`config.mk`:
```
export PLATFORM = sky130hd
export DESIGN_NAME = sccb_config_sequencer
export DESIGN_NICKNAME = d
export VERILOG_FILES = /design/src/rtl/sccb_config_sequencer.sv
export SDC_FILE = /design/constraint.sdc
export NUM_CORES = 1
export LEC_CHECK = 0
export CAP_MARGIN = 5
export CORE_MARGIN = 2
export CORE_UTILIZATION = 45
export DETAILED_ROUTE_END_ITERATION = 8
export HOLD_SLACK_MARGIN = 0.02
export PLACE_DENSITY_LB_ADDON = 0.1
export SYNTH_ARGS = -nofsm -noshare
export SYNTH_HDL_FRONTEND = slang
export SYNTH_SLANG_ARGS = --single-unit
```
`constraint.sdc`:
```
create_clock -name CLK -period 6.4 [get_ports CLK]
set_input_delay 1.28 -clock CLK [delete_from_list [all_inputs] [get_ports CLK]]
set_output_delay 1.28 -clock CLK [all_outputs]
set_load 0.01 [all_outputs]
```
`src/rtl/sccb_config_sequencer.sv`:
```
// SCCB configuration sequencer: after a start pulse and a power-up wait it
// walks a synchronous ROM of {reg, val} words and issues one 3-phase SCCB
// write per entry through the byte transmitter's strobe/busy handshake.
//
// Ports:
//   CLK, RST          clock, synchronous active-high reset
//   i_start           start pulse, honoured in IDLE/DONE/ERROR
//   o_rom_addr        ROM entry index
//   i_rom_data        ROM word, valid one cycle after o_rom_addr changes
//   o_sccb_data       byte to the transmitter
//   o_sccb_ready      one-cycle strobe qualifying o_sccb_data
//   o_sccb_last       set with the value byte strobe (stop follows it)
//   i_sccb_busy       transmitter busy
//   o_busy            sequence in progress
//   o_done            table finished (level)
//   o_error           handshake timeout (level)
//   o_count           register writes since the last start (saturating)
module sccb_config_sequencer #(
    parameter int unsigned ClockFrequency = 50_000_000,
    parameter logic [7:0]  DeviceAddress  = 8'h42,
    parameter int unsigned PowerUpDelayMs = 10,
    parameter int unsigned AckTimeout     = 1024
) (
    input  logic        CLK,
    input  logic        RST,
    input  logic        i_start,
    output logic [7:0]  o_rom_addr,
    input  logic [15:0] i_rom_data,
    output logic [7:0]  o_sccb_data,
    output logic        o_sccb_ready,
    output logic        o_sccb_last,
    input  logic        i_sccb_busy,
    output logic        o_busy,
    output logic        o_done,
    output logic        o_error,
    output logic [7:0]  o_count
);

    localparam int unsigned MsRaw = ClockFrequency / 1000;
    localparam int unsigned MsDiv = (MsRaw == 0) ? 1 : MsRaw;

    localparam logic [31:0] MsCycles    = 32'(MsDiv);
    localparam logic [31:0] PwrupCycles = 32'(PowerUpDelayMs * MsDiv);
    localparam logic [31:0] AckCycles   = 32'(AckTimeout);

    typedef enum logic [3:0] {
        IDLE,
        PWRUP,
        FETCH,
        DECODE,
        SEND,
        WAIT_ACK,
        WAIT_IDLE,
        DELAY,
        DONE,
        ERROR
    } state_e;

    state_e      state_q, state_d;
    logic [7:0]  addr_q,  addr_d;
    logic [7:0]  count_q, count_d;
    logic [7:0]  data_q,  data_d;
    logic        ready_q, ready_d;
    logic        last_q,  last_d;
    logic [1:0]  phase_q, phase_d;
    logic [31:0] cnt_q,   cnt_d;
    logic [7:0]  reg_q,   reg_d;
    logic [7:0]  val_q,   val_d;

    logic rom_end;
    logic rom_delay;
    logic tick_done;
    logic ack_first;
    logic addr_wrap;

    assign rom_end   = (i_rom_data == 16'hFFFF);
    assign rom_delay = (i_rom_data[15:8] == 8'hF0);

    // cnt_q is a shared down-counter: power-up, inline delay and ack
    // timeout never overlap. A zero load still spends one cycle in state.
    assign tick_done = (cnt_q <= 32'd1);

    // The strobe is registered, so the first WAIT_ACK cycle is the strobe
    // cycle itself; busy seen there predates the strobe and is ignored.
    assign ack_first = (cnt_q == AckCycles);

    // Leaving entry 255 without an end marker finishes the table.
    assign addr_wrap = (addr_q == 8'hFF);

    // State register
    always_ff @(posedge CLK) begin
        if (RST) begin
            state_q <= IDLE;
        end else begin
            state_q <= state_d;
        end
    end

    // Next-state logic
    always_comb begin
        state_d = state_q;
        unique case (state_q)
            IDLE, DONE, ERROR: begin
                if (i_start) state_d = PWRUP;
            end
            PWRUP: begin
                if (tick_done) state_d = FETCH;
            end
            FETCH: begin
                state_d = DECODE;
            end
            DECODE: begin
                if (rom_end)        state_d = DONE;
                else if (rom_delay) state_d = DELAY;
                else                state_d = SEND;
            end
            SEND: begin
                if (!i_sccb_busy) state_d = WAIT_ACK;
            end
            WAIT_ACK: begin
                if (!ack_first && i_sccb_busy) begin
                    state_d = WAIT_IDLE;
                end else if (cnt_q == 32'd0) begin
                    state_d = ERROR;
                end
            end
            WAIT_IDLE: begin
                if (!i_sccb_busy) begin
                    if (phase_q != 2'd3) state_d = SEND;
                    else if (addr_wrap)  state_d = DONE;
                    else                 state_d = FETCH;
                end
            end
            DELAY: begin
                if (tick_done) begin
                    state_d = addr_wrap ? DONE : FETCH;
                end
            end
            default: state_d = IDLE;
        endcase
    end

    // Datapath next-state logic
    always_comb begin
        addr_d  = addr_q;
        count_d = count_q;
        data_d  = data_q;
        ready_d = 1'b0;
        last_d  = 1'b0;
        phase_d = phase_q;
        reg_d   = reg_q;
        val_d   = val_q;
        cnt_d   = (cnt_q != 32'd0) ? cnt_q - 32'd1 : 32'd0;

        unique case (state_q)
            IDLE, DONE, ERROR: begin
                if (i_start) begin
                    addr_d  = 8'd0;
                    count_d = 8'd0;
                    cnt_d   = PwrupCycles;
                end
            end
            DECODE: begin
                reg_d   = i_rom_data[15:8];
                val_d   = i_rom_data[7:0];
                phase_d = 2'd1;
                cnt_d   = 32'(i_rom_data[7:0]) * MsCycles;
            end
            SEND: begin
                if (!i_sccb_busy) begin
                    ready_d = 1'b1;
                    last_d  = (phase_q == 2'd3);
                    cnt_d   = AckCycles;
                    unique case (phase_q)
                        2'd1:    data_d = DeviceAddress;
                        2'd2:    data_d = reg_q;
                        default: data_d = val_q;
                    endcase
                end
            end
            WAIT_IDLE: begin
                if (!i_sccb_busy) begin
                    if (phase_q != 2'd3) begin
                        phase_d = phase_q + 2'd1;
                    end else begin
                        addr_d = addr_q + 8'd1;
                        if (count_q != 8'hFF) begin
                            count_d = count_q + 8'd1;
                        end
                    end
                end
            end
            DELAY: begin
                if (tick_done) addr_d = addr_q + 8'd1;
            end
            default: ;
        endcase
    end

    // Datapath registers
    always_ff @(posedge CLK) begin
        if (RST) begin
            addr_q  <= 8'd0;
            count_q <= 8'd0;
            data_q  <= 8'd0;
            ready_q <= 1'b0;
            last_q  <= 1'b0;
            phase_q <= 2'd0;
            cnt_q   <= 32'd0;
            reg_q   <= 8'd0;
            val_q   <= 8'd0;
        end else begin
            addr_q  <= addr_d;
            count_q <= count_d;
            data_q  <= data_d;
            ready_q <= ready_d;
            last_q  <= last_d;
            phase_q <= phase_d;
            cnt_q   <= cnt_d;
            reg_q   <= reg_d;
            val_q   <= val_d;
        end
    end

    // Status outputs decoded from state
    always_comb begin
        o_busy  = 1'b1;
        o_done  = 1'b0;
        o_error = 1'b0;
        unique case (state_q)
            IDLE: begin
                o_busy = 1'b0;
            end
            DONE: begin
                o_busy = 1'b0;
                o_done = 1'b1;
            end
            ERROR: begin
                o_busy  = 1'b0;
                o_error = 1'b1;
            end
            default: ;
        endcase
    end

    assign o_rom_addr   = addr_q;
    assign o_count      = count_q;
    assign o_sccb_data  = data_q;
    assign o_sccb_ready = ready_q;
    assign o_sccb_last  = last_q;

endmodule

```
==> results of run 1 <==
[stage by stage]
| step | hold slack (ns) | power [mW] | cells | utilization |
|---|---|---|---|---|
| 5_1_grt | 0.478 | 2.57 | 854 | 0.530 |
| 3_3_place_gp | 0.450 | 1.85 | 838 | 0.506 |
| 3_5_place_dp | 0.450 | 1.87 | 838 | 0.506 |
| 4_1_cts | 0.459 | 2.38 | 854 | 0.530 |
| 6_report | 0.456 | 2.38 | 854 | 0.530 |
| 2_1_floorplan | 0.437 | 1.61 | 669 | - |
[worst max-delay path, stage by stage]
cell and delay [ns]:
clkdlybuf4s50_1 0.53, ha_1 0.38, ha_1 0.31, fa_1 0.50, inv_1 0.05, fa_1 0.52, inv_1 0.04, ha_1 0.33
nor2b_1 0.17, o31a_1 0.27, o31a_1 0.27, o41ai_1 0.46, o21ai_0 0.20, xnor2_1 0.16, o22ai_1 0.09
[final timing paths]
| check | from | endpoint | slack, ns |
|---|---|---|---|
| max | i_rom_data[2] | cnt_q[22]$_SDFF_PP0_ | 1.05 |
| min | reg_q[5]$_SDFFE_PP0P_ | reg_q[5]$_SDFFE_PP0P_ | 0.46 |
| max reg2reg | cnt_q[8]$_SDFF_PP0_ | cnt_q[23]$_SDFF_PP0_ | 3.20 |
| min reg2reg | reg_q[5]$_SDFFE_PP0P_ | reg_q[5]$_SDFFE_PP0P_ | 0.46 |
[area by class of cell]
class	instances	area, sq um
fillers	1173	5640
multi-input cells	527	3670
flip-flops and latches	80	1600
repair buffers	50	490
clock buffers	11	253
well taps	147	184
inverters	34	128
clock inverters	5	40.0
[cell usage after synthesis (all sizes together), types with 3 or more instances]
master  count
and3        6
nor3b       4
nand3b      3
xnor2      23
a221oi      3
nand4      10
a211oi     16
nand2b      5
inv        34
nor3       16
dfxtp      80
xor2       23
nand2      70
or4         7
mux2i       8
clkbuf     22
a21oi      52
nor4       11
nand3      15
buf         6
ha         61
or3         7
o21ai      24
nor2b       8
o22ai       6
or2         4
nor2       91
o31a        3
fa         12
o41ai       3
and2        3
[power by group]
group	switching [mW]	internal, mW	total, mW
Combinational	0.679	0.490	1.17
Sequential	0.113	0.590	0.703
Clock	0.218	0.286	0.504
[cells by family after synthesis]
logic type,Yosys count
AO/OA/AOI/OAI,133
XOR/XNOR,46
adder cells (fa/ha/maj),73
buffers and inverters,62
flip-flops,80
multiplexers,8
AND/OR/NAND/NOR,267
[state kept, by name, indices dropped and copies added, names as in the netlist]
signal and count:
val_q 8, phase_q 2, o_sccb_last 1, cnt_q 32, o_count 8, o_sccb_data 8, o_sccb_ready 1, state_q 4
o_rom_addr 8, reg_q 8
[layer usage]
layer  vias to the layer above  global-route usage  routed length (microns)
met3                        13              0.0443                      487
met1                      2237               0.283                     6130
met4                         0              0.0562                      173
met5                         -                   0                        0
met2                        84               0.349                     6240
li1                       2421                   -                        -
[cell usage in the layout (no fill, tap or decap), types with 3 or more instances in the layout]
master,synthesis,routed
clkdlybuf4s50_1,0,47
o22ai_1,6,6
nor4_1,8,8
fa_1,12,12
and2_1,3,3
nand2b_1,5,5
o21ai_1,4,4
or4_1,3,3
or2_2,3,3
a221oi_1,3,3
or3_1,6,6
xor2_1,23,23
nor2b_1,8,8
nor2_1,90,90
inv_1,34,34
nor3b_1,3,3
ha_1,61,61
or4_4,4,4
nand3_1,15,15
a21oi_1,52,52
o31a_1,3,3
clkinvlp_4,0,3
nand3b_1,3,3
and3_1,6,6
nand2_1,70,70
nand4_1,10,10
mux2i_1,8,8
o21ai_0,19,19
a211oi_1,16,16
xnor2_1,23,23
nor3_1,16,16
clkbuf_16,0,9
dfxtp_1,80,80
==> flow_summary_export.csv, run 1 <==
group,metric,value,unit
clock_network,cts_hold_buf,0,
synthesis,syn_avg_cell_area,8.25,sq um
setup_path,crit_required,6.60,ns
clock_network,clock_path_buffers,2,
timing,rsz0062_at_grt,"false",
timing,total_negative_slack,0,ns
drt,sum_of_routed_wire_length_over_all_layers,13000,microns
synthesis,synth_seq_area_share,0.290,
clock_network,clock-sinks,80,
synthesis,xor_xnor_portion_of_the_synthesized_cell_area,0.0730,
synthesis,total_number_of_yosys_warnings,0,
setup_path,worst_ep_arrival_time,5.55,ns
setup_path,crit_path_launch_type,"input port",
synthesis,leading_post_synthesis_cells_by_cell_area,"dfxtp_1, ha_1, nor2_1",
clock_network,cts_max_level,3,
cells_and_area,final_layout_size_suffix_gt1_frac,0.0495,
synthesis,ys_dominant_reg_cell,"dfxtp_1",
synthesis,synth_fa_ha_area_frac,0.182,
floorplanning,fp.coreArea,12000,sq um
synthesis,post_synthesis_instance_area,5520,sq um
grt,initial_antenna_violation_count,0,
synthesis,synth_area_leader_cell,"dfxtp_1",
timing,fin_worst_skew,0.00583,ns
place,gp_routability_congestion,0.855,
timing,timing_max_transition_violations_final,0,
synthesis,synth_top_area_frac,0.290,
pwr,p_leak,2.50,nW
drt,detailedRoute.firstPassIterationCount,5,
setup_path,endpoint_kind,"flip-flop",
grt,grt_first_pass_wirelength,22300,microns
drt,drt.antenna.violating_nets,0,
cells_and_area,post_route_standard_cell_area_excluding_fillers,6370,sq um
synthesis,post_synth_num_cell_types,66,
status,run_status,"completed",
cells_and_area,antenna-diode-count,0,
clock_network,ctsResizeCount,0,
timing,worst-slew-pin-transition,0.792,ns
synthesis,synth-compound-area-share,0.155,
clock_network,cts_post_setup_buffers_inserted,0,
timing,max_freq,0.187,GHz
synthesis,async_flop_share,0,
floorplanning,effective_utilization_at_floorplan,0.459,
drt,drt-wirelength-per-cell,15.3,microns
pwr,power.density,373,nW/um^2
place,post_dp_hpwl,10100,microns
floorplanning,die_height,115,microns
synthesis,synth.net_count,762,
pwr,max-vdd-ir-drop,0.153,mV
synthesis,muxShareOfSynthArea,0.0145,
hold_path,hold_path_class,"reg -> reg",
grt,grt_max_degree,29,
drt,first_iter_violations,250,
floorplanning,placement_rows,40,
clock_network,clock_latency,0.35,ns
timing,worst_slack,1.05,ns
drt,drt_drc_violations_left,0,
clock_network,clkTransAtPathRegs,0.06,ns
place,numPortBuffers,48,
floorplanning,chip_width,115,microns
timing,timing.final.hold_violations,0,
timing,post-route-period-util,0.836,
cells_and_area,layout-area-overhead-vs-synth,15.4,%
synthesis,synthSimpleGateAreaFrac,0.241,
clock_network,cts_inserted_buffers,9,
timing,final_period_minus_worst_setup_slack,5.35,ns
grt,via_count_of_the_first_global_routing_pass,4590,
place,pre_cts_slack,0.684,ns
synthesis,largest_family_of_logic_cells_by_synthesized_area,"simple AND/OR/NAND/NOR gates",
grt,gr-usage-all-layers,0.211,
floorplanning,ios,49,
drt,via_count,4755,
setup_path,timing_worst_setup_path_type,"in -> reg",
synthesis,ys_seq_elements,80,
hold_path,hold_path_cell_cnt,2,
timing,setup_viols_final,0,
synthesis,syn-instance-count,669,
cells_and_area,num-nets-final,795,
floorplanning,die-area,13200,sq um
clock_network,clk_root_buffer_cell,"clkbuf_16",
place,dpl_cell_area,6080,sq um
run,max_cap_violations,0,
timing,slew_headroom,0.472,
clock_network,tritoncts,"yes",
grt,grt_overflow_total,0,
setup_path,ff2ff_path_depth,7,
setup_path,crit_path_max_fanout,5,
drt,post_drt_via_cell_ratio,5.57,
synthesis,count_of_flip_flops_with_a_built_in_enable_after_synthesis,0,
No activity file was read; power rests on OpenSTA's default activity.
==> run 2: changes to the inputs <==
clock period = 4.7 ns   (was 6.4 ns; I/O delays follow)
==> run 2 against run 1 <==
  * Routed wire length up 3.6%
  * Critical endpoint is now cnt_q[21]$_SDFF_PP0_
  * Clock skew up 0.0048 ns
  * Setup slack worse by 0.88 ns
  * Register-to-register slack worse by 1.8 ns
  * Die area unchanged
  * Largest power group unchanged
  * Hold slack better by 0.0037 ns
  * Design area up 6.1%
==> flow_summary_export.csv, run 2 (synthesis gave the netlist of run 1 again) <==
group,metric,value,unit
status,run_status,"completed",
drt,detailedRoute.firstPassIterationCount,5,
place,gp_routability_congestion,0.842,
timing,post-route-period-util,0.965,
pwr,power.share.combinational,0.495,
floorplanning,chip_width,115,microns
timing,worst-slew-pin-transition,0.774,ns
floorplanning,fp.coreArea,12000,sq um
setup_path,endpoint_kind,"flip-flop",
grt,grt_max_degree,30,
cells_and_area,mostFrequentLayoutCell,"nor2_1",
clock_network,cts_inserted_buffers,9,
grt,grt_overflow_total,0,
pwr,net-switching-power,1.43,mW
pwr,p_leak,2.74,nW
cells_and_area,layout-area-overhead-vs-synth,22.4,%
pwr,clock_power_share,0.229,
setup_path,crit_path_frequent_cell,"ha_1",
setup_path,critical-path-slowest-cell,"clkdlybuf4s50_1",
place,dpl_cell_area,6350,sq um
grt,via_count_of_the_first_global_routing_pass,4598,
setup_path,buffers_inverters_on_critical_path,6,
drt,via_count,4902,
setup_path,worst_path_dominant_cell_family,"adder cells",
clock_network,tritoncts,"yes",
pwr,max-vdd-ir-drop,0.218,mV
setup_path,worst_path_largest_cell_delay,0.52,ns
timing,timing.final.hold_violations,0,
grt,gr-usage-all-layers,0.213,
pwr,internal_power,2.04,mW
clock_network,clkTransAtPathRegs,0.07,ns
timing,fin_worst_skew,0.0106,ns
drt,drt-wirelength-per-cell,15.2,microns
cells_and_area,final_layout_size_suffix_gt1_frac,0.105,
setup_path,timing_worst_setup_path_type,"in -> reg",
cells_and_area,post_route_standard_cell_area_excluding_fillers,6760,sq um
timing,setup_viols_final,0,
clock_network,cts_post_setup_buffers_inserted,0,
setup_path,crit_required,4.96,ns
floorplanning,effective_utilization_at_floorplan,0.459,
cells_and_area,top_library_cells_by_usage_in_the_layout_fill_and_taps_aside,"nor2_1, dfxtp_1, nand2_1",
timing,timing_max_transition_violations_final,0,
timing,final_period_minus_worst_setup_slack,4.53,ns
grt,grt_first_pass_wirelength,22200,microns
timing,total_negative_slack,0,ns
pwr,power.density,513,nW/um^2
setup_path,crit_path_max_fanout,5,
drt,drt_drc_violations_left,0,
clock_network,clock_path_buffers,2,
cells_and_area,num-nets-final,831,
cells_and_area,antenna-diode-count,0,
setup_path,worst_ep_arrival_time,4.79,ns
place,numPortBuffers,48,
clock_network,cts_max_level,3,
run,max_cap_violations,0,
place,dp_cells,874,
clock_network,clk_root_buffer_cell,"clkbuf_16",
cells_and_area,utilization,0.563,
drt,drt.antenna.violating_nets,0,
pwr,netSwitchingFraction,0.412,
floorplanning,die_height,115,microns
cells_and_area,stdcell_count,890,
setup_path,crit_chain,"clkdlybuf4s50_1 -> ha_1 -> buf_4 -> ha_1 -> inv_1 -> fa_1 -> inv_1 -> ha_1 -> ha_1 -> buf_4 -> a21oi_1 -> o22ai_1 -> nor3_1 -> a21oi_2 -> buf_4 -> o21ai_0 -> a21oi_1 -> o32ai_1",
pwr,total_power,3.47,mW
drt,sum_of_routed_wire_length_over_all_layers,13500,microns
cells_and_area,largest_register_ffs,32,
drt,first_iter_violations,204,
clock_network,clock_latency,0.35,ns
grt,initial_antenna_violation_count,0,
pwr,seqPwrFrac,0.276,
drt,post_drt_via_cell_ratio,5.51,
timing,max_freq,0.221,GHz
hold_path,hold_path_class,"reg -> reg",
timing,slew_headroom,0.484,
clock_network,clock-sinks,80,
cells_and_area,registers.top_by_ff_count,"cnt_q",
floorplanning,placement_rows,40,
floorplanning,ios,49,
setup_path,crit_path_launch_type,"input port",
place,post_dp_hpwl,10200,microns
floorplanning,die-area,13200,sq um
[run 2: changes by cell type in the layout (fill, tap and decap cells not counted), sizes merged, moves of 3 or more]
cell           before  now
buf                 3   39
clkdlybuf4s50      47   44
inv                35   39
clkinvlp            3    0
dlymetal6s2s        0    3
[run 2: worst paths after layout]
kind	cells past startpoint	startpoint	slack [ns]	endpoint
worst min-delay path	2	reg_q[6]$_SDFFE_PP0P_	0.46	reg_q[6]$_SDFFE_PP0P_
worst min register to register	2	reg_q[6]$_SDFFE_PP0P_	0.46	reg_q[6]$_SDFFE_PP0P_
worst max-delay path	18	i_rom_data[5]	0.17	cnt_q[21]$_SDFF_PP0_
worst max register to register	7	cnt_q[8]$_SDFF_PP0_	1.44	cnt_q[23]$_SDFF_PP0_
[run 2: final cells by class]
type	count	area, sq um
clock buffers	9	225
clock inverters	7	106
fillers	1128	5260
inverters	34	128
multi-input cells	527	3740
flip-flops and latches	80	1600
well taps	147	184
repair buffers	86	768
[run 2: metrics by stage]
stage | hold slack (ns) | worst slack [ns]
global placement | 0.449 | -0.365
finish | 0.459 | 0.166
detailed placement | 0.450 | -0.415
CTS | 0.459 | 0.0393
global route | 0.482 | -0.0409
floorplan | 0.437 | 0.162
[run 2: power groups by stage]
stage          sequential (mW)  combinational (mW)  clock, mW
2_1_floorplan            0.908                1.29          0
5_1_grt                  0.980                1.92      0.840
4_1_cts                  0.956                1.68      0.805
6_report                 0.957                1.72      0.794
3_5_place_dp             0.970                1.66          0
3_3_place_gp             0.965                1.64          0
[run 2: per-layer routing]
layer  vias to the layer above  GRT usage  wire, microns  share of wire
li1                       2499          -              -              -
met3                        13     0.0496            487          0.036
met1                      2302      0.272           6280           0.46
met4                         0     0.0651            191          0.014
met5                         -          0              0              0
met2                        88      0.359           6550           0.48
[run 2: repair_timing]
action | in CTS | in global routing
setup endpoints to repair | 2 | 5
pin swaps | 0 | 4
hold buffers | 0 | 0
resized for setup | 1 | 12
[run 2: worst reg2reg max path, cell delays in order (launching register included)]
cell and delay, ns:
dfxtp_1 0.34, nor4_2 0.58, nand4b_1 0.44, nor4_4 0.47, and2_1 0.27, a211o_1 0.66
a21oi_1 0.16, nand3b_1 0.21
==> run 3: changes to the inputs <==
ABC_CLOCK_PERIOD_IN_PS = 4700   (was default)
SKIP_CTS_REPAIR_TIMING = 1   (was default)
==> run 3 against run 2 <==
  * Utilization shrank 0.19 points
  * Non-clock buffer count is the same
  * Count of clock-buffer cells in the layout is the same
  * Combinational power is essentially flat
  * Design area shrank 0.33%
  * Sequential power is essentially flat
  * Hold slack is essentially flat
  * Largest power group unchanged
==> flow_summary_export.csv, run 3 (synthesis gave the netlist of run 1 again) <==
group,metric,value,unit
pwr,max-vdd-ir-drop,0.214,mV
grt,grt_overflow_total,0,
setup_path,crit_path_max_fanout,5,
timing,max_freq,0.221,GHz
grt,initial_antenna_violation_count,0,
status,run_status,"completed",
drt,first_iter_violations,188,
place,pre_cts_slack,-0.415,ns
clock_network,clock_path_buffers,2,
timing,timing.final.hold_violations,0,
drt,drt_drc_violations_left,0,
timing,fin_worst_skew,0.0114,ns
cells_and_area,largest_register_ffs,32,
floorplanning,effective_utilization_at_floorplan,0.459,
drt,sum_of_routed_wire_length_over_all_layers,13400,microns
drt,via_count,4918,
floorplanning,ios,49,
grt,via_count_of_the_first_global_routing_pass,4592,
clock_network,clock_latency,0.35,ns
cells_and_area,stdcell_count,890,
floorplanning,placement_rows,40,
clock_network,cts_inserted_buffers,9,
floorplanning,die_height,115,microns
timing,final_period_minus_worst_setup_slack,4.52,ns
cells_and_area,nFillCells,1127,
cells_and_area,antenna-diode-count,0,
clock_network,clock-sinks,80,
place,gp_routability_congestion,0.842,
hold_path,hold_path_class,"reg -> reg",
setup_path,timing_worst_setup_path_type,"in -> reg",
cells_and_area,utilization,0.561,
timing,worst_slack,0.181,ns
cells_and_area,multi_input_comb_area,3720,sq um
pwr,total_power,3.46,mW
cells_and_area,mostFrequentLayoutCell,"nor2_1",
cells_and_area,registers.top_by_ff_count,"cnt_q",
clock_network,tritoncts,"yes",
cells_and_area,num-nets-final,831,
pwr,power.density,513,nW/um^2
place,numPortBuffers,48,
grt,grt_first_pass_wirelength,22200,microns
setup_path,worst_ep_arrival_time,4.77,ns
place,post_dp_hpwl,10200,microns
drt,detailedRoute.firstPassIterationCount,5,
timing,post-route-period-util,0.961,
grt,grt_max_degree,30,
timing,setup_viols_final,0,
setup_path,crit_path_launch_type,"input port",
drt,drt-wirelength-per-cell,15.1,microns
clock_network,clkTransAtPathRegs,0.07,ns
cells_and_area,seq_area,1600,sq um
drt,post_drt_via_cell_ratio,5.53,
cells_and_area,layout-area-overhead-vs-synth,22.0,%
timing,total_negative_slack,0,ns
run,max_cap_violations,0,
drt,drt.antenna.violating_nets,0,
floorplanning,chip_width,115,microns
setup_path,endpoint_kind,"flip-flop",
floorplanning,die-area,13200,sq um
timing,worst-slew-pin-transition,0.788,ns
floorplanning,fp.coreArea,12000,sq um
setup_path,crit_required,4.95,ns
clock_network,clk_root_buffer_cell,"clkbuf_16",
pwr,p_leak,2.74,nW
cells_and_area,post_route_standard_cell_area_excluding_fillers,6730,sq um
cells_and_area,final_layout_size_suffix_gt1_frac,0.102,
timing,timing_max_transition_violations_final,0,
grt,gr-usage-all-layers,0.213,
place,dp_cells,874,
timing,hold-worst-slack,0.460,ns
place,dpl_cell_area,6350,sq um
clock_network,cts_max_level,3,
timing,slew_headroom,0.475,
cells_and_area,top_library_cells_by_usage_in_the_layout_fill_and_taps_aside,"nor2_1, dfxtp_1, nand2_1",
run 3: cell types whose count changed in the layout (fill, tap and decap cells not counted):
cell and delta:
a211oi_1 +1, a211oi_2 -1, nor4_1 +1, nor4_2 -1, o41ai_2 +1, o41ai_4 -1
run 3: final timing paths:
check                                      startpoint                    end  slack [ns]  cells past startpoint
worst max register to register    cnt_q[8]$_SDFF_PP0_   cnt_q[23]$_SDFF_PP0_        1.41                      7
worst max-delay path                    i_rom_data[5]   cnt_q[21]$_SDFF_PP0_        0.18                     18
worst min-delay path            reg_q[6]$_SDFFE_PP0P_  reg_q[6]$_SDFFE_PP0P_        0.46                      2
worst min register to register  reg_q[6]$_SDFFE_PP0P_  reg_q[6]$_SDFFE_PP0P_        0.46                      2
run 3: where the power goes:
part           internal (mW)  switching (mW)  total [mW]
Clock                  0.477           0.315       0.792
Sequential             0.803           0.154       0.958
Combinational          0.755           0.950        1.71
run 3: layout make-up:
class                           count  area share
Multi-Input combinational cell    527       0.553
Sequential cell                    80       0.238
Timing Repair Buffer               86       0.114
Clock buffer                        9      0.0334
Tap cell                          147      0.0273
Inverter                           34      0.0190
Clock inverter                      7      0.0158
run 3: critical path, stage by stage:
cell             delay (ns)
clkdlybuf4s50_1        0.52
ha_1                   0.29
buf_4                  0.14
ha_1                   0.26
inv_1                  0.05
fa_1                   0.49
inv_1                  0.04
ha_1                   0.29
ha_1                   0.31
buf_4                  0.14
a21oi_1                0.13
o22ai_1                0.11
nor3_1                 0.25
a21oi_2                0.11
buf_4                  0.14
o21ai_0                0.19
a21oi_1                0.10
o32ai_1                0.26
run 3: layer usage:
layer	up-vias	wire (microns)	global-route usage
met5	-	0	0
met4	0	167	0.0651
met3	12	476	0.0496
met2	87	6560	0.357
met1	2321	6220	0.273
li1	2498	-	-
